[src/rtl/ft64_ins_aligner_if.sv]
// Fetch-side and decode-side handshake bundle for the FT64 instruction aligner.
interface ft64_ins_aligner_if;
   logic [63:0] fch_dat;
   logic        fch_vld;
   logic        fch_rdy;
   logic [47:0] ins_o;
   logic [2:0]  len_o;
   logic [63:0] pc_o;
   logic        ins_vld;
   logic        ins_rdy;

   modport master (output fch_dat, fch_vld, ins_rdy,
                   input  fch_rdy, ins_o, len_o, pc_o, ins_vld);
   modport slave  (input  fch_dat, fch_vld, ins_rdy,
                   output fch_rdy, ins_o, len_o, pc_o, ins_vld);
endinterface

[src/rtl/ft64_ins_aligner.sv]
// Aligns variable-length FT64 instructions out of the 64-bit fetch stream.
// A 16-byte shift buffer holds fetched bytes; one instruction issues per cycle.
module ft64_ins_aligner #(
   parameter logic [63:0] RST_PC      = 64'hFFFC0100,
   parameter bit          SUPPORT_DCI = 1'b1,
   parameter logic [5:0]  CMPRSSD_OP  = 6'h2D
) (
   input  logic               clk,
   input  logic               rst_n,
   input  logic               pred_on,
   input  logic               flush,
   input  logic [63:0]        flush_pc,
   ft64_ins_aligner_if.slave  bus
);
   typedef enum logic {SKIP, RUN} state_t;

   state_t           state_q, state_d;
   logic [15:0][7:0] buf_q, buf_d;
   logic [4:0]       cnt_q, cnt_d;
   logic [63:0]      pc_q, pc_d;
   logic [2:0]       skip_q, skip_d;

   logic [7:0]   head;
   logic [2:0]   len, len_o, sh;
   logic [4:0]   cnt_sh, added;
   logic [127:0] buf_sh, app;
   logic [63:0]  wrd;
   logic [47:0]  ins;
   logic         iss, acc, ins_vld, fch_rdy;

   always_comb begin
      head = buf_q[0];
      if (SUPPORT_DCI && head[5:0] == CMPRSSD_OP) len = 3'd2;
      else if (head[7:6] == 2'b00)                len = 3'd4;
      else if (head[7:6] == 2'b01)                len = 3'd6;
      else                                        len = 3'd2;
      len = len | {2'b00, pred_on};
   end

   // An empty buffer reports length 0 so idle outputs read as all-zero.
   assign len_o   = (cnt_q == 5'd0) ? 3'd0 : len;
   assign fch_rdy = (cnt_q <= 5'd8) && !flush;
   assign ins_vld = (cnt_q != 5'd0) && (cnt_q >= {2'b00, len}) && !flush;

   always_comb begin
      ins = '0;
      for (int i = 0; i < 6; i++)
         if (3'(i) < len_o) ins[8*i +: 8] = buf_q[i];
   end

   assign bus.fch_rdy = fch_rdy;
   assign bus.ins_vld = ins_vld;
   assign bus.len_o   = len_o;
   assign bus.pc_o    = pc_q;
   assign bus.ins_o   = ins;

   // Shift out the issued instruction first, then append the accepted word
   // just above the surviving bytes. Bytes above the count are kept zero so
   // the append can simply be OR-ed in.
   always_comb begin
      iss     = ins_vld && bus.ins_rdy;
      acc     = bus.fch_vld && fch_rdy;
      sh      = iss ? len : 3'd0;
      cnt_sh  = cnt_q - {2'b00, sh};
      buf_sh  = buf_q >> {sh, 3'b000};
      wrd     = (state_q == SKIP) ? (bus.fch_dat >> {skip_q, 3'b000}) : bus.fch_dat;
      added   = (state_q == SKIP) ? (5'd8 - {2'b00, skip_q}) : 5'd8;
      app     = {64'd0, wrd} << {cnt_sh, 3'b000};
      buf_d   = buf_sh | (acc ? app : 128'd0);
      cnt_d   = cnt_sh + (acc ? added : 5'd0);
      pc_d    = pc_q + {61'd0, sh};
      state_d = state_q;
      skip_d  = skip_q;
      if (acc && state_q == SKIP) begin
         state_d = RUN;
         skip_d  = 3'd0;
      end
      if (flush) begin
         buf_d   = '0;
         cnt_d   = 5'd0;
         pc_d    = flush_pc;
         state_d = SKIP;
         skip_d  = flush_pc[2:0];
      end
   end

   always_ff @(posedge clk or negedge rst_n) begin
      if (!rst_n) begin
         buf_q   <= '0;
         cnt_q   <= 5'd0;
         pc_q    <= RST_PC;
         state_q <= SKIP;
         skip_q  <= 3'd0;
      end else begin
         buf_q   <= buf_d;
         cnt_q   <= cnt_d;
         pc_q    <= pc_d;
         state_q <= state_d;
         skip_q  <= skip_d;
      end
   end
endmodule

[src/flat_wrapper.sv]
// flat-port wrapper written by rule: the top's interface ports become plain ports
module ft64_ins_aligner_flat 
#(
   parameter logic [63:0] RST_PC      = 64'hFFFC0100,
   parameter bit          SUPPORT_DCI = 1'b1,
   parameter logic [5:0]  CMPRSSD_OP  = 6'h2D
)
  (clk, rst_n, pred_on, flush, flush_pc, bus_fch_dat, bus_fch_vld, bus_ins_rdy, bus_fch_rdy, bus_ins_o, bus_len_o, bus_pc_o, bus_ins_vld);
  ft64_ins_aligner_if bus_i ();
  input  logic clk;
  input  logic rst_n;
  input  logic pred_on;
  input  logic flush;
  input  logic [63:0] flush_pc;
  input wire logic [$bits(bus_i.fch_dat)-1:0] bus_fch_dat;
  input wire logic [$bits(bus_i.fch_vld)-1:0] bus_fch_vld;
  input wire logic [$bits(bus_i.ins_rdy)-1:0] bus_ins_rdy;
  output wire logic [$bits(bus_i.fch_rdy)-1:0] bus_fch_rdy;
  output wire logic [$bits(bus_i.ins_o)-1:0] bus_ins_o;
  output wire logic [$bits(bus_i.len_o)-1:0] bus_len_o;
  output wire logic [$bits(bus_i.pc_o)-1:0] bus_pc_o;
  output wire logic [$bits(bus_i.ins_vld)-1:0] bus_ins_vld;
  assign bus_i.fch_dat = bus_fch_dat;
  assign bus_i.fch_vld = bus_fch_vld;
  assign bus_i.ins_rdy = bus_ins_rdy;
  assign bus_fch_rdy = bus_i.fch_rdy;
  assign bus_ins_o = bus_i.ins_o;
  assign bus_len_o = bus_i.len_o;
  assign bus_pc_o = bus_i.pc_o;
  assign bus_ins_vld = bus_i.ins_vld;
  ft64_ins_aligner #(.RST_PC(RST_PC), .SUPPORT_DCI(SUPPORT_DCI), .CMPRSSD_OP(CMPRSSD_OP)) u_core (.clk(clk), .rst_n(rst_n), .pred_on(pred_on), .flush(flush), .flush_pc(flush_pc), .bus(bus_i));
endmodule
[config.mk]
export PLATFORM = sky130hd
export DESIGN_NAME = ft64_ins_aligner_flat
export DESIGN_NICKNAME = d
export VERILOG_FILES = /design/src/rtl/ft64_ins_aligner_if.sv /design/src/rtl/ft64_ins_aligner.sv /design/src/flat_wrapper.sv
export SDC_FILE = /design/constraint.sdc
export NUM_CORES = 1
export LEC_CHECK = 0
export ABC_AREA = 1
export BUFFER_PORTS_ARGS = -buffer_cell sky130_fd_sc_hd__buf_2
export CORE_ASPECT_RATIO = 0.7
export CORE_MARGIN = 2
export CORE_UTILIZATION = 25
export DETAILED_ROUTE_END_ITERATION = 10
export PLACE_DENSITY = 0.44
export SLEW_MARGIN = 15
export SYNTH_ARGS = -nofsm -noshare
export SYNTH_HDL_FRONTEND = slang
export SYNTH_SLANG_ARGS = --single-unit
[constraint.sdc]
create_clock -name clk -period 8.1 [get_ports clk]
set_input_delay 0.405 -clock clk [delete_from_list [all_inputs] [get_ports clk]]
set_output_delay 0.405 -clock clk [all_outputs]
set_load 0.02 [all_outputs]
== After elaboration in Yosys (flattened, before gate mapping) ==
Index checks and enable logic that the tools add are counted.

* Register bits: 201
* Output and inout bits: 117

* Add/sub/neg operators: 4
* Magnitude comparators: 8
* Eq/ne operators: 2
* Shift operators: 3
* Multiplexer cells: 22
* Bitwise operators: 3
* Reductions and logical operators: 11

{| class="wikitable"
|+ Operators by type and width
! kind !! count
|-
| 128-bit two-way mux || 2
|-
| 64-bit two-way mux || 2
|-
| 128-bit OR || 1
|-
| 64-bit by 8-bit << shifter with 128-bit output || 1
|-
| 128-bit by 6-bit >> shifter with 128-bit output || 1
|-
| 64-bit by 3-bit adder with 64-bit output || 1
|-
| 64-bit by 6-bit >> shifter with 64-bit output || 1
|-
| 8-bit two-way mux || 6
|-
| 3-bit two-way mux || 7
|-
| 5-bit two-way mux || 3
|-
| 6-bit equality test (second input constant) || 1
|-
| 1-bit logical AND || 6
|-
| 1-bit by 3-bit less-than comparator with 1-bit output (first input constant) || 2
|-
| 2-bit by 3-bit less-than comparator with 1-bit output (first input constant) || 2
|-
| 3-bit less-than comparator (first input constant) || 2
|-
| 5-bit adder || 1
|-
| 5-bit by 3-bit >= comparator with 1-bit output || 1
|-
| 5-bit by 4-bit less-or-equal comparator with 1-bit output (second input constant) || 1
|-
| 5-bit zero test || 1
|-
| 5-bit nonzero test || 1
|-
| 4-bit by 3-bit subtractor with 5-bit output (first input constant) || 1
|-
| 5-bit by 3-bit subtractor with 5-bit output || 1
|-
| 3-bit by 1-bit OR with 3-bit output || 1
|-
| 2-bit by 1-bit equality test with 1-bit output (second input constant) || 1
|-
| other kinds (5) || 6
|}

== Longest topological paths before layout ==
Gate-level depths: netlist of the first run.

* Depth after elaboration: 15
* Depth in mapped cells: 29

== Worst setup path before layout of the first run ==
Ideal clock, no wire load.

* Path kind: reg2reg
* From: reg u_core.buf_q, in the netlist u_core.head[4]
* To: reg u_core.cnt_q[4]
* Setup time: 78 ps
* Arrival: 4098 ps
* Setup slack: 3925 ps
* Stages on the path, launching flop included: 27
* Cells stage by stage: dfrtp_1 nor3b_1 nand2_1 nand2_1 nor2_1 ha_1 nand2_1 inv_1 nand3_1 nand3_1 nand3_4 nor2_4 buf_4 buf_4 ha_1 inv_1 fa_1 inv_2 clkbuf_1 clkbuf_1 fa_1 inv_1 nand2_1 nand2_1 a21oi_1 o21ai_0 a21oi_1

* Longest elaborated chain between the ends: 11

{| class="wikitable"
|+ RTL lines
! item !! line !! RTL
|-
| start: declaration || ft64_ins_aligner.sv:18 || <nowiki>logic [15:0][7:0] buf_q, buf_d;</nowiki>
|-
| start signal: assignment || ft64_ins_aligner.sv:95 || <nowiki>buf_q <= buf_d;</nowiki>
|-
| 6-bit equality test * || ft64_ins_aligner.sv:33 || <nowiki>if (SUPPORT_DCI && head[5:0] == CMPRSSD_OP) len = 3'd2;</nowiki>
|-
| 3-bit two-way mux * || ft64_ins_aligner.sv:33 ||
|-
| 3-bit by 1-bit OR with 3-bit output * || ft64_ins_aligner.sv:37 || <nowiki>len = len | {2'b00, pred_on};</nowiki>
|-
| 5-bit by 3-bit >= comparator with 1-bit output || ft64_ins_aligner.sv:43 || <nowiki>assign ins_vld = (cnt_q != 5'd0) && (cnt_q >= {2'b00, len}) && !flush;</nowiki>
|-
| 1-bit logical AND (2 in series) || ft64_ins_aligner.sv:43 ||
|-
| 1-bit logical AND || ft64_ins_aligner.sv:61 || <nowiki>iss = ins_vld && bus.ins_rdy;</nowiki>
|-
| 3-bit two-way mux * || ft64_ins_aligner.sv:63 || <nowiki>sh = iss ? len : 3'd0;</nowiki>
|-
| 5-bit by 3-bit subtractor with 5-bit output * || ft64_ins_aligner.sv:64 || <nowiki>cnt_sh = cnt_q - {2'b00, sh};</nowiki>
|-
| 5-bit adder * || ft64_ins_aligner.sv:70 || <nowiki>cnt_d = cnt_sh + (acc ? added : 5'd0);</nowiki>
|-
| 5-bit two-way mux * || ft64_ins_aligner.sv:78 || <nowiki>if (flush) begin</nowiki>
|-
| via u_core.cnt_d[4] || ft64_ins_aligner.sv:19 || <nowiki>logic [4:0] cnt_q, cnt_d;</nowiki>
|-
| end signal: assignment || ft64_ins_aligner.sv:96 || <nowiki>cnt_q <= cnt_d;</nowiki>
|-
| end: declaration || ft64_ins_aligner.sv:19 ||
|}

The timed path passes the listed nets; every way through them passes the cells marked *.
A chain may end at the register's enable or synchronous reset.

==> run_results.csv, run 1 <==
group,metric,value,unit
sta,max_freq,152,MHz
critical_path,cp_slowest_cell,"nand2_1",
floorplan,die_x,342,um
sta,tightest_slew,1160,ps
routing,vias,23500,
clocking,tritoncts,"yes",
floorplan,core-area,78900,um^2
power,power_switching,0.00378,W
finish,utilization,0.287,
power,p_int,0.00313,W
grt,grt_usage,0.210,
critical_path,start_kind,"flop",
grt,grt_pass1_wl,136,mm
clocking,clock-root-buffer,"clkbuf_16",
synth,syn_inst,3530,
finish,layout_common_cells,"1408 x nand2_1, 740 x nand3_1, 250 x inv_1",
synth,synth_top_area_cell,"nand2_1",
clocking,clock_latency,560,ps
sta,finalSetupViolations,0,
sta,fin_crit,6580,ps
synth,yosysWarnings,0,
power,seqPwrFrac,0.220,
grt,antenna_found_initial,1,
clocking,cts.path.max_buffers,3,
routing,wl,87.9,mm
critical_path,cp_max_fo,44,
power,pwr-share-comb,0.618,
clocking,cts_buffers,25,
clocking,path_clk_slew,60,ps
synth,syn_nets,3681,
power,power.density,305,nW/um^2
routing,via_per_inst,5.00,
outcome,status,"finished clean",
finish,num_antenna_cells,0,
clocking,clock_sinks,201,
routing,drc,0,
floorplan,ioPinCount,251,
synth,yosysTopAreaCellShare,0.265,
power,total_leakage_power,11.3,nW
critical_path,worstSetupPathType,"reg2reg",
finish,area_delta_synth_final,13.5,%
grt,grt_pass1_vias,22900,
finish,final_common_cell,"nand2_1",
synth,async_reset_ff_frac,1.00,
sta,slew_headroom,0.223,
synth,ys_types,45,
synth,ys_seq_elements,201,
floorplan,initial_core_util,0.253,
sta,final.setup.tns,0,ps
critical_path,arrival,7020,ps
sta,drv_slew,0,
sta,fin_worst_skew,20.9,ps
sta,final-hold-violation-count,0,
floorplan,num_rows,86,
floorplan,die_y,240,um
floorplan,die_area,82100,um^2
sta,rsz0062_at_grt,"no",
critical_path,crit_buf_inv,7,
finish,layout-drive-gt1-share,0.105,
sta,period_share,0.813,
synth,ys.flop_type,"dfrtp_1",
hold_path,min_path_type,"in2reg",
finish,num-nets-final,3769,
clocking,htreeDepth,1,
critical_path,crit_path_max_incr_delay,670,ps
routing,first_pass_iters,6,
grt,grt_max_degree,142,
grt,overflow,0,
power,switching_share,0.547,
sta,whs,45.0,ps
placed_design,gp_congestion,0.939,
synth,ys_seq_area_frac,0.253,
job,maxCapViolations,0,
power,clkPwrFrac,0.162,
critical_path,endpoint_kind,"flop",
critical_path,cpMostUsedCell,"nand2_1",
critical_path,critPathRequiredTime,8540,ps
routing,drtIter0Drc,1790,
synth,synthTopCellsByArea,"nand2_1 27%, dfrtp_1 23%, nand3_1 19%",
placed_design,place_hpwl,64.6,mm
critical_path,crit_family,"simple AND/OR/NAND/NOR gates",
synth,synth-edff-count,0,
routing,wl_per_cell,18.7,um
power,peakVddDrop,0.219,mV
placed_design,numPortBuffers,250,
synth,synth_area,19900,um^2
routing,antenna_left,0,
synth,syn_avg_cell_area,5.65,um^2
==> repair_timing <==
item                                   in CTS  in global routing
gates resized for setup                     0                  0
setup buffers                               0                  0
hold buffers                                1                  0
endpoints found under the hold margin      60                  0
==> state kept, by name, indices dropped and copies added (netlist names) <==
register / flops
u_core.buf_q: 120
u_core.bus.pc_o: 64
u_core.cnt_q: 5
u_core.head: 8
u_core.skip_q: 3
u_core.state_q: 1
==> cell usage after synthesis (4+ instances only) <==
library cell     n
nand4_1         84
or2_2           14
inv_1          254
nor3_1          43
buf_1           26
nor2_1         185
inv_2           11
o211ai_1        19
buf_2           67
a31oi_1          7
buf_4           20
nor4_1           8
o21ai_0         65
xor2_1          30
nor2_2           4
clkbuf_1       107
dfstp_2         15
o21ai_1          4
xnor2_1         23
ha_1            14
nand2_1       1408
nand3_1        740
dfrtp_1        186
o31ai_1          5
a21boi_0        14
a21oi_1        151
==> per-stage QoR <==
step | worst slack [ps] | std cells | instance area [um^2] | total power, W
5_1_grt | 775 | 4692 | 22600 | 0.00755
3_5_place_dp | 1520 | 4646 | 21800 | 0.00582
6_report | 1520 | 4692 | 22600 | 0.00691
4_1_cts | 1520 | 4692 | 22600 | 0.00697
2_1_floorplan | 3920 | 3530 | 19900 | 0.00447
3_3_place_gp | 1600 | 4646 | 21800 | 0.00585
==> layout make-up <==
cell class | count | area, um^2
Sequential cell | 201 | 5050
Timing Repair Buffer | 282 | 1520
Multi-Input combinational cell | 2842 | 13000
Clock buffer | 38 | 744
Fill cell | 9257 | 56200
Inverter | 266 | 1000
Tap cell | 1056 | 1320
Clock inverter | 7 | 35.0
==> tightest hold or removal path, delay by kind of cell <==
kind / cells / cell delay, ps
AND/OR/NAND/NOR: 2 / 90
buffers and inverters: 1 / 70
==> power groups by stage <==
| stage | clock network [W] | registers, W | logic [W] |
|---|---|---|---|
| 6_report | 0.00112 | 0.00152 | 0.00427 |
| 5_1_grt | 0.00119 | 0.00156 | 0.00481 |
| 4_1_cts | 0.00115 | 0.00152 | 0.00430 |
| 3_5_place_dp | 0 | 0.00154 | 0.00428 |
| 3_3_place_gp | 0 | 0.00154 | 0.00430 |
| 2_1_floorplan | 0 | 0.00147 | 0.00300 |
==> metal layers <==
metal,GRT usage,wire [um],share of wire,up-vias
met1,0.271,39000,0.44,11100
li1,-,-,-,11700
met5,0,7,0.000080,-
met2,0.371,43200,0.49,524
met4,0.0513,2210,0.025,2
met3,0.0232,3440,0.039,106
==> worst paths after layout <==
kind | to | from | cells past startpoint | slack, ps
max | u_core.buf_q[25] | u_core.head[2] | 26 | 1520
min | u_core.bus.pc_o[45] | flush_pc[45] | 3 | 40
max reg2reg | u_core.buf_q[25] | u_core.head[2] | 26 | 1520
min reg2reg | u_core.bus.pc_o[19] | u_core.bus.pc_o[19] | 2 | 530
max in group asynchronous | u_core.skip_q[0] | rst_n | 3 | 6210
min in group asynchronous | u_core.buf_q[97] | rst_n | 2 | 390
==> kinds of logic (layout without fill, tap and decap cells) <==
logic type / after synthesis / in the layout / synth area share
buffers and inverters: 487 / 593 / 0.100
adders and majority gates: 17 / 17 / 0.0118
AOI/OAI and AO/OA: 274 / 274 / 0.0750
and+or+nand+nor: 2497 / 2497 / 0.536
DFF: 201 / 201 / 0.253
xor gates and xnor gates: 54 / 54 / 0.0241
Power figures use the tool's default switching activity.
==> inputs of run 2 (changes only) <==
==> constraint.sdc (replaced) <==
create_clock -name clk -period 6.8 [get_ports clk]
set_input_delay 0.34 -clock clk [delete_from_list [all_inputs] [get_ports clk]]
set_output_delay 0.34 -clock clk [all_outputs]
set_load 0.02 [all_outputs]
==> run 2 against run 1 <==
  * Clock-buffer cell count stayed put
  * Via count hardly changed
  * Clock skew is 8.0 ps lower
  * Setup slack worse by 57 ps
  * First-iteration DRC count is 5.7% lower
  * Die area stayed put
  * Total power is 17% higher
  * Critical endpoint is now u_core.head[2]
  * Largest cell class unchanged
  * Largest power group unchanged
==> run_results.csv, run 2 (same netlist as run 1, synthesis figures left out) <==
group,metric,value,unit
routing,drtIter0Drc,1688,
sta,fin_worst_skew,12.8,ps
sta,fin_crit,5340,ps
placed_design,dp_cells,4652,
routing,vias,23500,
critical_path,timing.rr.end,"u_core.head[2]",
finish,layout_common_cells,"1408 x nand2_1, 740 x nand3_1, 250 x inv_1",
critical_path,endpoint_kind,"flop",
power,pwr-share-comb,0.614,
power,p_int,0.00375,W
critical_path,r2r_setup_slack,1460,ps
critical_path,cp_slowest_cell,"buf_4",
critical_path,crit_path_max_incr_delay,820,ps
critical_path,crit_family,"simple AND/OR/NAND/NOR gates",
clocking,postCtsSetupBuffers,0,
power,seqPwrFrac,0.224,
clocking,tritoncts,"yes",
floorplan,die_area,82100,um^2
finish,design_area,23100,um^2
clocking,htreeDepth,1,
sta,slew_headroom,0.282,
placed_design,place_hpwl,63.5,mm
critical_path,crit_chain,"nand2_1, nor3b_1, nand2_1, nand2_1, nor2_1, ha_1, nand2_1, inv_1, nand3_1, nand3_1, nand3_4, nor2_4, clkinv_2, fa_2, xor2_4, clkinv_2, buf_4, nand4_1, nand3_1, nand2_1, inv_1",
finish,utilization,0.293,
grt,overflow,0,
outcome,status,"finished clean",
routing,first_pass_iters,6,
routing,via_per_inst,4.95,
floorplan,core-area,78900,um^2
finish,layout-drive-gt1-share,0.103,
critical_path,worstReg2RegStart,"u_core.head[2]",
grt,antenna_found_initial,2,
critical_path,critPathRequiredTime,7300,ps
clocking,hold_buffers,45,
grt,grt_max_degree,143,
critical_path,worstSetupPathType,"reg2reg",
routing,antenna_left,0,
sta,tightest_slew,1080,ps
clocking,clock-root-buffer,"clkbuf_16",
clocking,path_clk_slew,60,ps
critical_path,start_kind,"flop",
floorplan,die_x,342,um
critical_path,arrival,5840,ps
finish,layout.cells.non_filler,4741,
routing,wl_per_cell,18.1,um
job,maxCapViolations,0,
power,total_leakage_power,11.5,nW
power,clkPwrFrac,0.162,
clocking,cts_resized,0,
finish,largest_reg_flops,120,
critical_path,cp_max_fo,102,
sta,final-hold-violation-count,0,
finish,top_register,"u_core.buf_q",
power,power_switching,0.00432,W
clocking,clock_sinks,201,
sta,whs,30.8,ps
floorplan,initial_core_util,0.253,
clocking,cts.path.max_buffers,3,
finish,final_common_cell,"nand2_1",
power,power.density,349,nW/um^2
finish,num-nets-final,3818,
critical_path,reg2reg_depth,21,
routing,wl,85.7,mm
clocking,cts_buffers,24,
power,peakVddDrop,0.299,mV
sta,period_share,0.785,
grt,grt_usage,0.206,
clocking,clock_latency,570,ps
critical_path,path_depth,21,
placed_design,placed_cell_area,21900,um^2
grt,grt_pass1_vias,23300,
critical_path,crit_buf_inv,5,
sta,finalSetupViolations,0,
routing,drc,0,
placed_design,gp_congestion,0.874,
power,switching_share,0.536,
finish,fillers,9087,
sta,max_freq,187,MHz
sta,final.setup.tns,0,ps
hold_path,min_path_type,"in2reg",
critical_path,cpMostUsedCell,"nand2_1",
grt,grt_pass1_wl,134,mm
floorplan,num_rows,86,
critical_path,cp-startpoint,"u_core.head[2]",
critical_path,critPathCapture,"u_core.head[2]",
finish,area_delta_synth_final,15.9,%
sta,drv_slew,0,
sta,rsz0062_at_grt,"no",
floorplan,ioPinCount,251,
placed_design,numPortBuffers,250,
floorplan,die_y,240,um
==> run 2: cell types whose count changed in the layout (fill, tap and decap cells not counted) <==
cell           change
clkbuf_8           -5
clkbuf_1           +5
clkinv_2           -3
buf_12             +1
o21ai_0            +1
bufinv_16          +1
dlygate4sd3_1     +44
buf_4              +5
diode_2            +1
o21ai_1            -1
==> run 2: tightest hold or removal path, cell delays in order <==
cell	delay, ps
buf_2	80
nand2_1	60
o21ai_0	80
==> run 2: worst min path at each step <==
stage	depth (start not counted)	startpoint	to	slack (ps)
after global placement	1	rst_n	u_core.buf_q[73]	330
final	3	flush_pc[4]	u_core.bus.pc_o[4]	30
after detailed placement	1	rst_n	u_core.buf_q[73]	330
after global routing	3	flush_pc[4]	u_core.bus.pc_o[4]	30
after CTS	3	flush_pc[4]	u_core.bus.pc_o[4]	3
after floorplan	0	rst_n	u_core.buf_q[100]	40
==> run 2: power by group through the flow <==
stage / combinational [W] / clock [W] / sequential, W
4_1_cts: 0.00499 / 0.00134 / 0.00180
3_3_place_gp: 0.00496 / 0 / 0.00183
6_report: 0.00496 / 0.00131 / 0.00181
5_1_grt: 0.00567 / 0.00138 / 0.00185
2_1_floorplan: 0.00358 / 0 / 0.00175
3_5_place_dp: 0.00496 / 0 / 0.00182
==> run 2: metal layers <==
metal,wire (um),vias up,global-route usage,share of wire
met2,41700,531,0.362,0.49
met3,3630,118,0.0263,0.042
li1,-,11800,-,-
met5,13,-,0,0.00015
met1,38000,11000,0.264,0.44
met4,2300,2,0.0525,0.027
==> run 2: final cells by class <==
cell class,count,area (um^2),share of cell area
tap,1056,1320,0.0572
clock buffer,38,694,0.0301
clock inverter,5,50.0,0.00217
multi-input combinational,2842,13000,0.561
sequential,201,5050,0.219
antenna,1,2.50,0.000108
timing repair buffer,332,2020,0.0875
inverter,266,1000,0.0434
==> run 2: stage by stage <==
stage	total power [W]	setup WS (ps)
6_report	0.00807	1460
5_1_grt	0.00890	947
4_1_cts	0.00814	1490
3_5_place_dp	0.00678	1520
3_3_place_gp	0.00679	1570
2_1_floorplan	0.00533	2620
